<file path="src/rtl/stopwatch_ctrl_if.sv">
// stopwatch_ctrl_if
//   Bundles the button pulses going into the stopwatch controller and the
//   registered state/time fields coming out of it.
//   Signals:
//     i_btn_run   - debounced one-clock pulse, toggles run/stop
//     i_btn_clear - debounced one-clock pulse, requests clear
//     o_state     - FSM state: 0=STOP, 1=RUN, 2=CLEAR
//     o_run       - high while in RUN
//     o_msec      - centiseconds
//     o_sec       - seconds
//     o_min       - minutes
//     o_hour      - hours
//   Modports:
//     master - drives the buttons and observes the outputs (debouncer/bench side)
//     slave  - the controller itself
interface stopwatch_ctrl_if;
  logic       i_btn_run;
  logic       i_btn_clear;
  logic [1:0] o_state;
  logic       o_run;
  logic [6:0] o_msec;
  logic [5:0] o_sec;
  logic [5:0] o_min;
  logic [4:0] o_hour;

  modport master (
    output i_btn_run,
    output i_btn_clear,
    input  o_state,
    input  o_run,
    input  o_msec,
    input  o_sec,
    input  o_min,
    input  o_hour
  );

  modport slave (
    input  i_btn_run,
    input  i_btn_clear,
    output o_state,
    output o_run,
    output o_msec,
    output o_sec,
    output o_min,
    output o_hour
  );
endinterface

</file>
<file path="src/rtl/stopwatch_ctrl.sv">
// stopwatch_ctrl
//   Stopwatch control block. Takes debounced run/stop and clear pulses,
//   steps a STOP/RUN/CLEAR state machine, and while running divides the
//   system clock down to a centisecond tick that advances a cascaded
//   centisecond/second/minute/hour counter. All outputs are registers.
//   Ports:
//     clk   - system clock
//     reset - asynchronous, active-high reset
//     bus   - stopwatch_ctrl_if.slave: button pulses in, state and time fields out
//   Parameters:
//     TICK_DIV - clk cycles per centisecond tick
//     MSEC_MAX, SEC_MAX, MIN_MAX, HOUR_MAX - terminal value of each time field
module stopwatch_ctrl #(
  parameter int TICK_DIV = 1_000_000,
  parameter int MSEC_MAX = 99,
  parameter int SEC_MAX  = 59,
  parameter int MIN_MAX  = 59,
  parameter int HOUR_MAX = 23
) (
  input  logic clk,
  input  logic reset,
  stopwatch_ctrl_if.slave bus
);

  // A divide-by-one still needs a one-bit register to keep the vector legal.
  localparam int DIV_W = (TICK_DIV > 1) ? $clog2(TICK_DIV) : 1;

  typedef enum logic [1:0] {
    ST_STOP  = 2'd0,
    ST_RUN   = 2'd1,
    ST_CLEAR = 2'd2
  } state_t;

  state_t           state;
  logic             run_q;
  logic [DIV_W-1:0] div;
  logic             tick;
  logic             zero_fields;
  logic [6:0]       msec_q;
  logic [5:0]       sec_q;
  logic [5:0]       min_q;
  logic [4:0]       hour_q;

  // The tick fires on the last divider count of a RUN cycle only, so pausing
  // freezes the sub-tick phase along with the divider.
  assign tick = (state == ST_RUN) && (div == DIV_W'(TICK_DIV - 1));

  // Fields are zeroed on the edge that enters CLEAR as well as the one that
  // leaves it, so the display already shows zero while o_state reads CLEAR.
  assign zero_fields = (state == ST_CLEAR) ||
                       ((state == ST_STOP) && bus.i_btn_clear);

  // Control FSM. o_run is registered alongside the state so it tracks the
  // state register exactly without a decode after the flop.
  always_ff @(posedge clk or posedge reset) begin
    if (reset) begin
      state <= ST_STOP;
      run_q <= 1'b0;
    end else begin
      case (state)
        ST_STOP: begin
          if (bus.i_btn_clear) begin
            state <= ST_CLEAR;
            run_q <= 1'b0;
          end else if (bus.i_btn_run) begin
            state <= ST_RUN;
            run_q <= 1'b1;
          end
        end
        ST_RUN: begin
          if (bus.i_btn_run) begin
            state <= ST_STOP;
            run_q <= 1'b0;
          end
        end
        ST_CLEAR: begin
          state <= ST_STOP;
          run_q <= 1'b0;
        end
        default: begin
          state <= ST_STOP;
          run_q <= 1'b0;
        end
      endcase
    end
  end

  // Prescaler and time cascade. A stop pulse that lands on a tick cycle still
  // sees RUN in the state register, so that final increment is kept.
  always_ff @(posedge clk or posedge reset) begin
    if (reset) begin
      div    <= '0;
      msec_q <= '0;
      sec_q  <= '0;
      min_q  <= '0;
      hour_q <= '0;
    end else if (zero_fields) begin
      div    <= '0;
      msec_q <= '0;
      sec_q  <= '0;
      min_q  <= '0;
      hour_q <= '0;
    end else if (state == ST_RUN) begin
      if (tick) begin
        div <= '0;
        if (msec_q == 7'(MSEC_MAX)) begin
          msec_q <= '0;
          if (sec_q == 6'(SEC_MAX)) begin
            sec_q <= '0;
            if (min_q == 6'(MIN_MAX)) begin
              min_q <= '0;
              if (hour_q == 5'(HOUR_MAX)) begin
                hour_q <= '0;
              end else begin
                hour_q <= hour_q + 5'd1;
              end
            end else begin
              min_q <= min_q + 6'd1;
            end
          end else begin
            sec_q <= sec_q + 6'd1;
          end
        end else begin
          msec_q <= msec_q + 7'd1;
        end
      end else begin
        div <= div + DIV_W'(1);
      end
    end
  end

  assign bus.o_state = state;
  assign bus.o_run   = run_q;
  assign bus.o_msec  = msec_q;
  assign bus.o_sec   = sec_q;
  assign bus.o_min   = min_q;
  assign bus.o_hour  = hour_q;

endmodule

</file>
<file path="src/flat_wrapper.sv">
// flat-port wrapper written by rule: the top's interface ports become plain ports
module stopwatch_ctrl_flat 
#(
  parameter int TICK_DIV = 1_000_000,
  parameter int MSEC_MAX = 99,
  parameter int SEC_MAX  = 59,
  parameter int MIN_MAX  = 59,
  parameter int HOUR_MAX = 23
)
  (clk, reset, bus_i_btn_run, bus_i_btn_clear, bus_o_state, bus_o_run, bus_o_msec, bus_o_sec, bus_o_min, bus_o_hour);
  stopwatch_ctrl_if bus_i ();
  input  logic clk;
  input  logic reset;
  input wire logic [$bits(bus_i.i_btn_run)-1:0] bus_i_btn_run;
  input wire logic [$bits(bus_i.i_btn_clear)-1:0] bus_i_btn_clear;
  output wire logic [$bits(bus_i.o_state)-1:0] bus_o_state;
  output wire logic [$bits(bus_i.o_run)-1:0] bus_o_run;
  output wire logic [$bits(bus_i.o_msec)-1:0] bus_o_msec;
  output wire logic [$bits(bus_i.o_sec)-1:0] bus_o_sec;
  output wire logic [$bits(bus_i.o_min)-1:0] bus_o_min;
  output wire logic [$bits(bus_i.o_hour)-1:0] bus_o_hour;
  assign bus_i.i_btn_run = bus_i_btn_run;
  assign bus_i.i_btn_clear = bus_i_btn_clear;
  assign bus_o_state = bus_i.o_state;
  assign bus_o_run = bus_i.o_run;
  assign bus_o_msec = bus_i.o_msec;
  assign bus_o_sec = bus_i.o_sec;
  assign bus_o_min = bus_i.o_min;
  assign bus_o_hour = bus_i.o_hour;
  stopwatch_ctrl #(.TICK_DIV(TICK_DIV), .MSEC_MAX(MSEC_MAX), .SEC_MAX(SEC_MAX), .MIN_MAX(MIN_MAX), .HOUR_MAX(HOUR_MAX)) u_core (.clk(clk), .reset(reset), .bus(bus_i));
endmodule
</file>
<file path="config.mk">
export PLATFORM = sky130hd
export DESIGN_NAME = stopwatch_ctrl_flat
export DESIGN_NICKNAME = d
export VERILOG_FILES = /design/src/rtl/stopwatch_ctrl_if.sv /design/src/rtl/stopwatch_ctrl.sv /design/src/flat_wrapper.sv
export SDC_FILE = /design/constraint.sdc
export NUM_CORES = 1
export LEC_CHECK = 0
export ABC_AREA = 1
export BUFFER_PORTS_ARGS = -buffer_cell sky130_fd_sc_hd__buf_2
export CAP_MARGIN = 30
export CORE_ASPECT_RATIO = 0.7
export CORE_MARGIN = 5
export CORE_UTILIZATION = 50
export DETAILED_ROUTE_END_ITERATION = 7
export GPL_ROUTABILITY_DRIVEN = 1
export PLACE_DENSITY = 0.73
export SYNTH_ARGS = -nofsm -noshare
export SYNTH_HDL_FRONTEND = slang
export SYNTH_SLANG_ARGS = --single-unit
</file>
<file path="constraint.sdc">
create_clock -name clk -period 1.6 [get_ports clk]
set_input_delay 0.4 -clock clk [delete_from_list [all_inputs] [get_ports clk]]
set_output_delay 0.4 -clock clk [all_outputs]
set_load 0.005 [all_outputs]
</file>
==> out/metrics.csv <==
stage,metric,value,unit
pwr,Sw Ratio,0.323,
logic_synthesis,post-synthesis instance area,2700,um^2
place,pre-CTS WS,-0.0137,ns
logic_synthesis,#FFs+latches synth,46,
critical_path,startpoint types,flip-flop,
place,DP HPWL,4.47,mm
logic_synthesis,Synthesis Warnings,0,
pwr,PwrDens,872,nW/um^2
detailed_routing,routed len/inst,12.4,um
cts,CTS H-tree lvls,2,
critical_path,slowest CP cell,dfrtp_2,
pwr,Seq pwr share,0.485,
cts,CTS tree,built,
critical_path,R2R cell count,7,
floorplan,Initial Util,0.516,
detailed_routing,vias per cell,5.02,
cts,Root Driver,clkbuf_8,
critical_path,worst reg-to-reg setup slack,0.09,ns
floorplan,die width,97.8,um
global_route,first-pass GRT wire length,9.95,mm
floorplan,Row Count,22,
detailed_routing,Routed WL,6.09,mm
floorplan,DIE AREA,6990,um^2
detailed_routing,DRT iter0 DRCs,135,
global_route,Overall Global Routing Usage,0.171,
cts,clock sink count,46,
cts,Num CTS Buffers,5,
floorplan,IO Pins,31,
critical_path,crit path kind,reg2reg,
place,IO buf count,30,
cts,Worst-path clk slew,0.08,ns
detailed_routing,drt pass-1 iters,4,
global_route,largest net degree at the start of global routing,47,
critical_path,WP data required,1.82,ns
logic_synthesis,post-synthesis net count,370,
cells_and_area,area delta synth->final,21.7,%
cells_and_area,Filler Cell Count,452,
pwr,Pleak,1.61,nW
logic_synthesis,Mapped Cells,361,
sta,final hold violation count,0,
pwr,VDD IR max,585,uV
logic_synthesis,synth unique cells,30,
place,final RePlAce weighted congestion,0.894,
sta,final worst setup slack,0.0868,ns
cells_and_area,fin nets,427,
global_route,GRT Residual Overflow,0,
critical_path,worst stage delay on the critical path,0.44,ns
critical_path,worst r2r dst,u_core.bus.o_min[0]$_DFFE_PP0P_,
cts,CTS Buffer Depth,2,
critical_path,Worst Path Arrival,1.73,ns
cells_and_area,"commonest cells after routing, fill and taps aside","nand2_1, nor2_1, dfrtp_1, inv_1, buf_2",
sta,final setup fails,0,
worst_hold_path,Hold Crit Class,in2async,
detailed_routing,vias,2464,
cells_and_area,"commonest non-fill, non-tap cell in the layout",nand2_1,
critical_path,reg-to-reg startpoint,u_core.bus.o_state[1]$_DFFE_PP0P_,
run,# Max-Cap Violations,0,
pwr,Psw,924,uW
critical_path,CP max FO,8,
logic_synthesis,syn avg cell area,7.48,um^2
sta,Tightest Pin Transition,0.342,ns
cells_and_area,Antenna diodes,0,
global_route,vias in the first global route,2170,
global_route,initial antenna violation count,0,
logic_synthesis,sequential cell area fraction in the yosys report,0.427,
sta,Tcrit/Tclk final,0.946,
sta,final worst path period need,1.51,ns
outcome,status,"finished, final reports clean",
cells_and_area,layout cell share with drive strength beyond 1,0.229,
cells_and_area,Finished Layout Cells,491,
cts,CTS Hold Bufs,0,
critical_path,most frequent CP cell,inv_2,
detailed_routing,antenna-violating nets left,0,
detailed_routing,DRC violations left,0,
floorplan,placeable core area,5230,um^2
critical_path,Crit path max-delay family,flip-flops,
critical_path,Buffers & Inverters on Critical Path,3,
sta,"Slew Viols, Final",0,
cts,clk_lat worst skew,0.29,ns
pwr,Pint,1.94,mW
sta,Slew HR,0.771,
floorplan,Die Y-Extent,71.5,um
place,placed insts,481,
pwr,Clk pwr share,0.254,
critical_path,Critical Path End Type,flip-flop,
sta,fmax,0.661,GHz
sta,Final Skew,0.00396,ns
sta,unrepaired setup endpoints after global routing,yes,
pwr,combinational share of power,0.261,
critical_path,"Critical Path, Cell by Cell","o21ai_4, buf_12, inv_2, nor2_2, inv_2, or2_1, o21ai_2",
-- layer usage --
metal,wire [um],vias up,share of wire,GRT usage
li1,-,1276,-,-
met1,3040,1135,0.50,0.244
met2,2760,49,0.45,0.270
met3,258,4,0.042,0.0379
met4,34,0,0.0056,0.0323
met5,0,-,0,0
-- logic make-up (layout without fill, tap and decap cells) --
logic type / count (synthesis) / in the layout / share of synthesized area
AND/OR/NAND/NOR: 208 / 208 / 0.339
buffers and inverters: 52 / 110 / 0.0858
flip-flops: 46 / 46 / 0.427
AO/OA/AOI/OAI: 39 / 39 / 0.0895
XOR/XNOR: 11 / 11 / 0.0357
adder cells (fa/ha/maj): 5 / 5 / 0.0232
-- worst max path at each step --
| stage | start | to | slack, ns | depth (start not counted) |
|---|---|---|---|---|
| 2_1_floorplan | u_core.bus.o_msec[0]$_DFFE_PP0P_ | u_core.bus.o_min[4]$_DFFE_PP0P_ | 0.04 | 9 |
| 3_3_place_gp | u_core.bus.o_state[1]$_DFFE_PP0P_ | u_core.bus.o_min[0]$_DFFE_PP0P_ | 0.03 | 8 |
| 3_5_place_dp | u_core.div[1]$_DFFE_PP0N_ | u_core.bus.o_hour[0]$_DFFE_PP0P_ | -0.01 | 8 |
| 4_1_cts | u_core.div[1]$_DFFE_PP0N_ | u_core.bus.o_min[0]$_DFFE_PP0P_ | -0.03 | 8 |
| 5_1_grt | u_core.bus.o_msec[1]$_DFFE_PP0P_ | u_core.bus.o_hour[0]$_DFFE_PP0P_ | -0.02 | 8 |
| 6_report | u_core.bus.o_state[1]$_DFFE_PP0P_ | u_core.bus.o_min[0]$_DFFE_PP0P_ | 0.09 | 7 |
-- cell usage after synthesis, drive strengths merged --
cell type	number	area (um^2)
a31oi	1	6.26
nand3	26	135
xnor2	1	8.76
o21ai	26	168
nand2	92	355
nor3	14	70.1
dfrtp	46	1150
a21oi	9	45.0
nor3b	3	22.5
ha	5	62.6
o22ai	1	6.26
inv	44	165
o31ai	1	7.51
nor2	53	204
xor2	10	87.6
nand3b	3	22.5
buf	8	66.3
or2	4	25.0
o2111ai	1	8.76
nand4	13	81.3
-- tightest hold or removal path: cells and delay by family --
family | cells | cell delay, ns
buffers and inverters | 3 | 0.40
-- flip-flops by register name, summed over array words and instances, names as in the netlist --
name and flops:
u_core.bus.o_hour 5, u_core.bus.o_min 6, u_core.bus.o_msec 7, u_core.bus.o_sec 6, u_core.bus.o_state 2, u_core.div 20
-- stage by stage --
stage | power [mW] | hold WS, ns | utilization | setup TNS [ns] | instance area (um^2)
CTS | 2.85 | 0.136 | 0.610 | -0.176 | 3190
global placement | 2.09 | 0.458 | 0.591 | 0 | 3090
detailed placement | 2.11 | 0.461 | 0.591 | -0.0398 | 3090
floorplan | 1.84 | 0.478 | - | 0 | 2700
finish | 2.86 | 0.124 | 0.628 | 0 | 3280
global route | 3.05 | 0.147 | 0.628 | -0.0240 | 3280
-- cell type report --
type	instances	area, um^2	share of cell area
Clock buffer	7	86.3	0.0263
Clock inverter	1	5.00	0.00152
Inverter	44	168	0.0511
Multi-Input combinational cell	263	1390	0.423
Sequential cell	46	1150	0.351
Tap cell	72	90.1	0.0274
Timing Repair Buffer	58	393	0.120
-- what timing repair did --
item | 4_1_cts | 5_1_grt
endpoints found under the setup margin | 13 | 43
pin swaps | 0 | 5
resized for setup | 1 | 19
buffers inserted | 0 | 2
-- power by group through the flow --
stage               clock [mW]  sequential (mW)  combinational (mW)
floorplan                    0             1.40               0.436
global placement             0             1.40               0.691
detailed placement           0             1.40               0.706
CTS                      0.756             1.38               0.709
global route             0.814             1.41               0.830
finish                   0.727             1.39               0.747
Note: power is estimated with default switching activity, not from simulation.
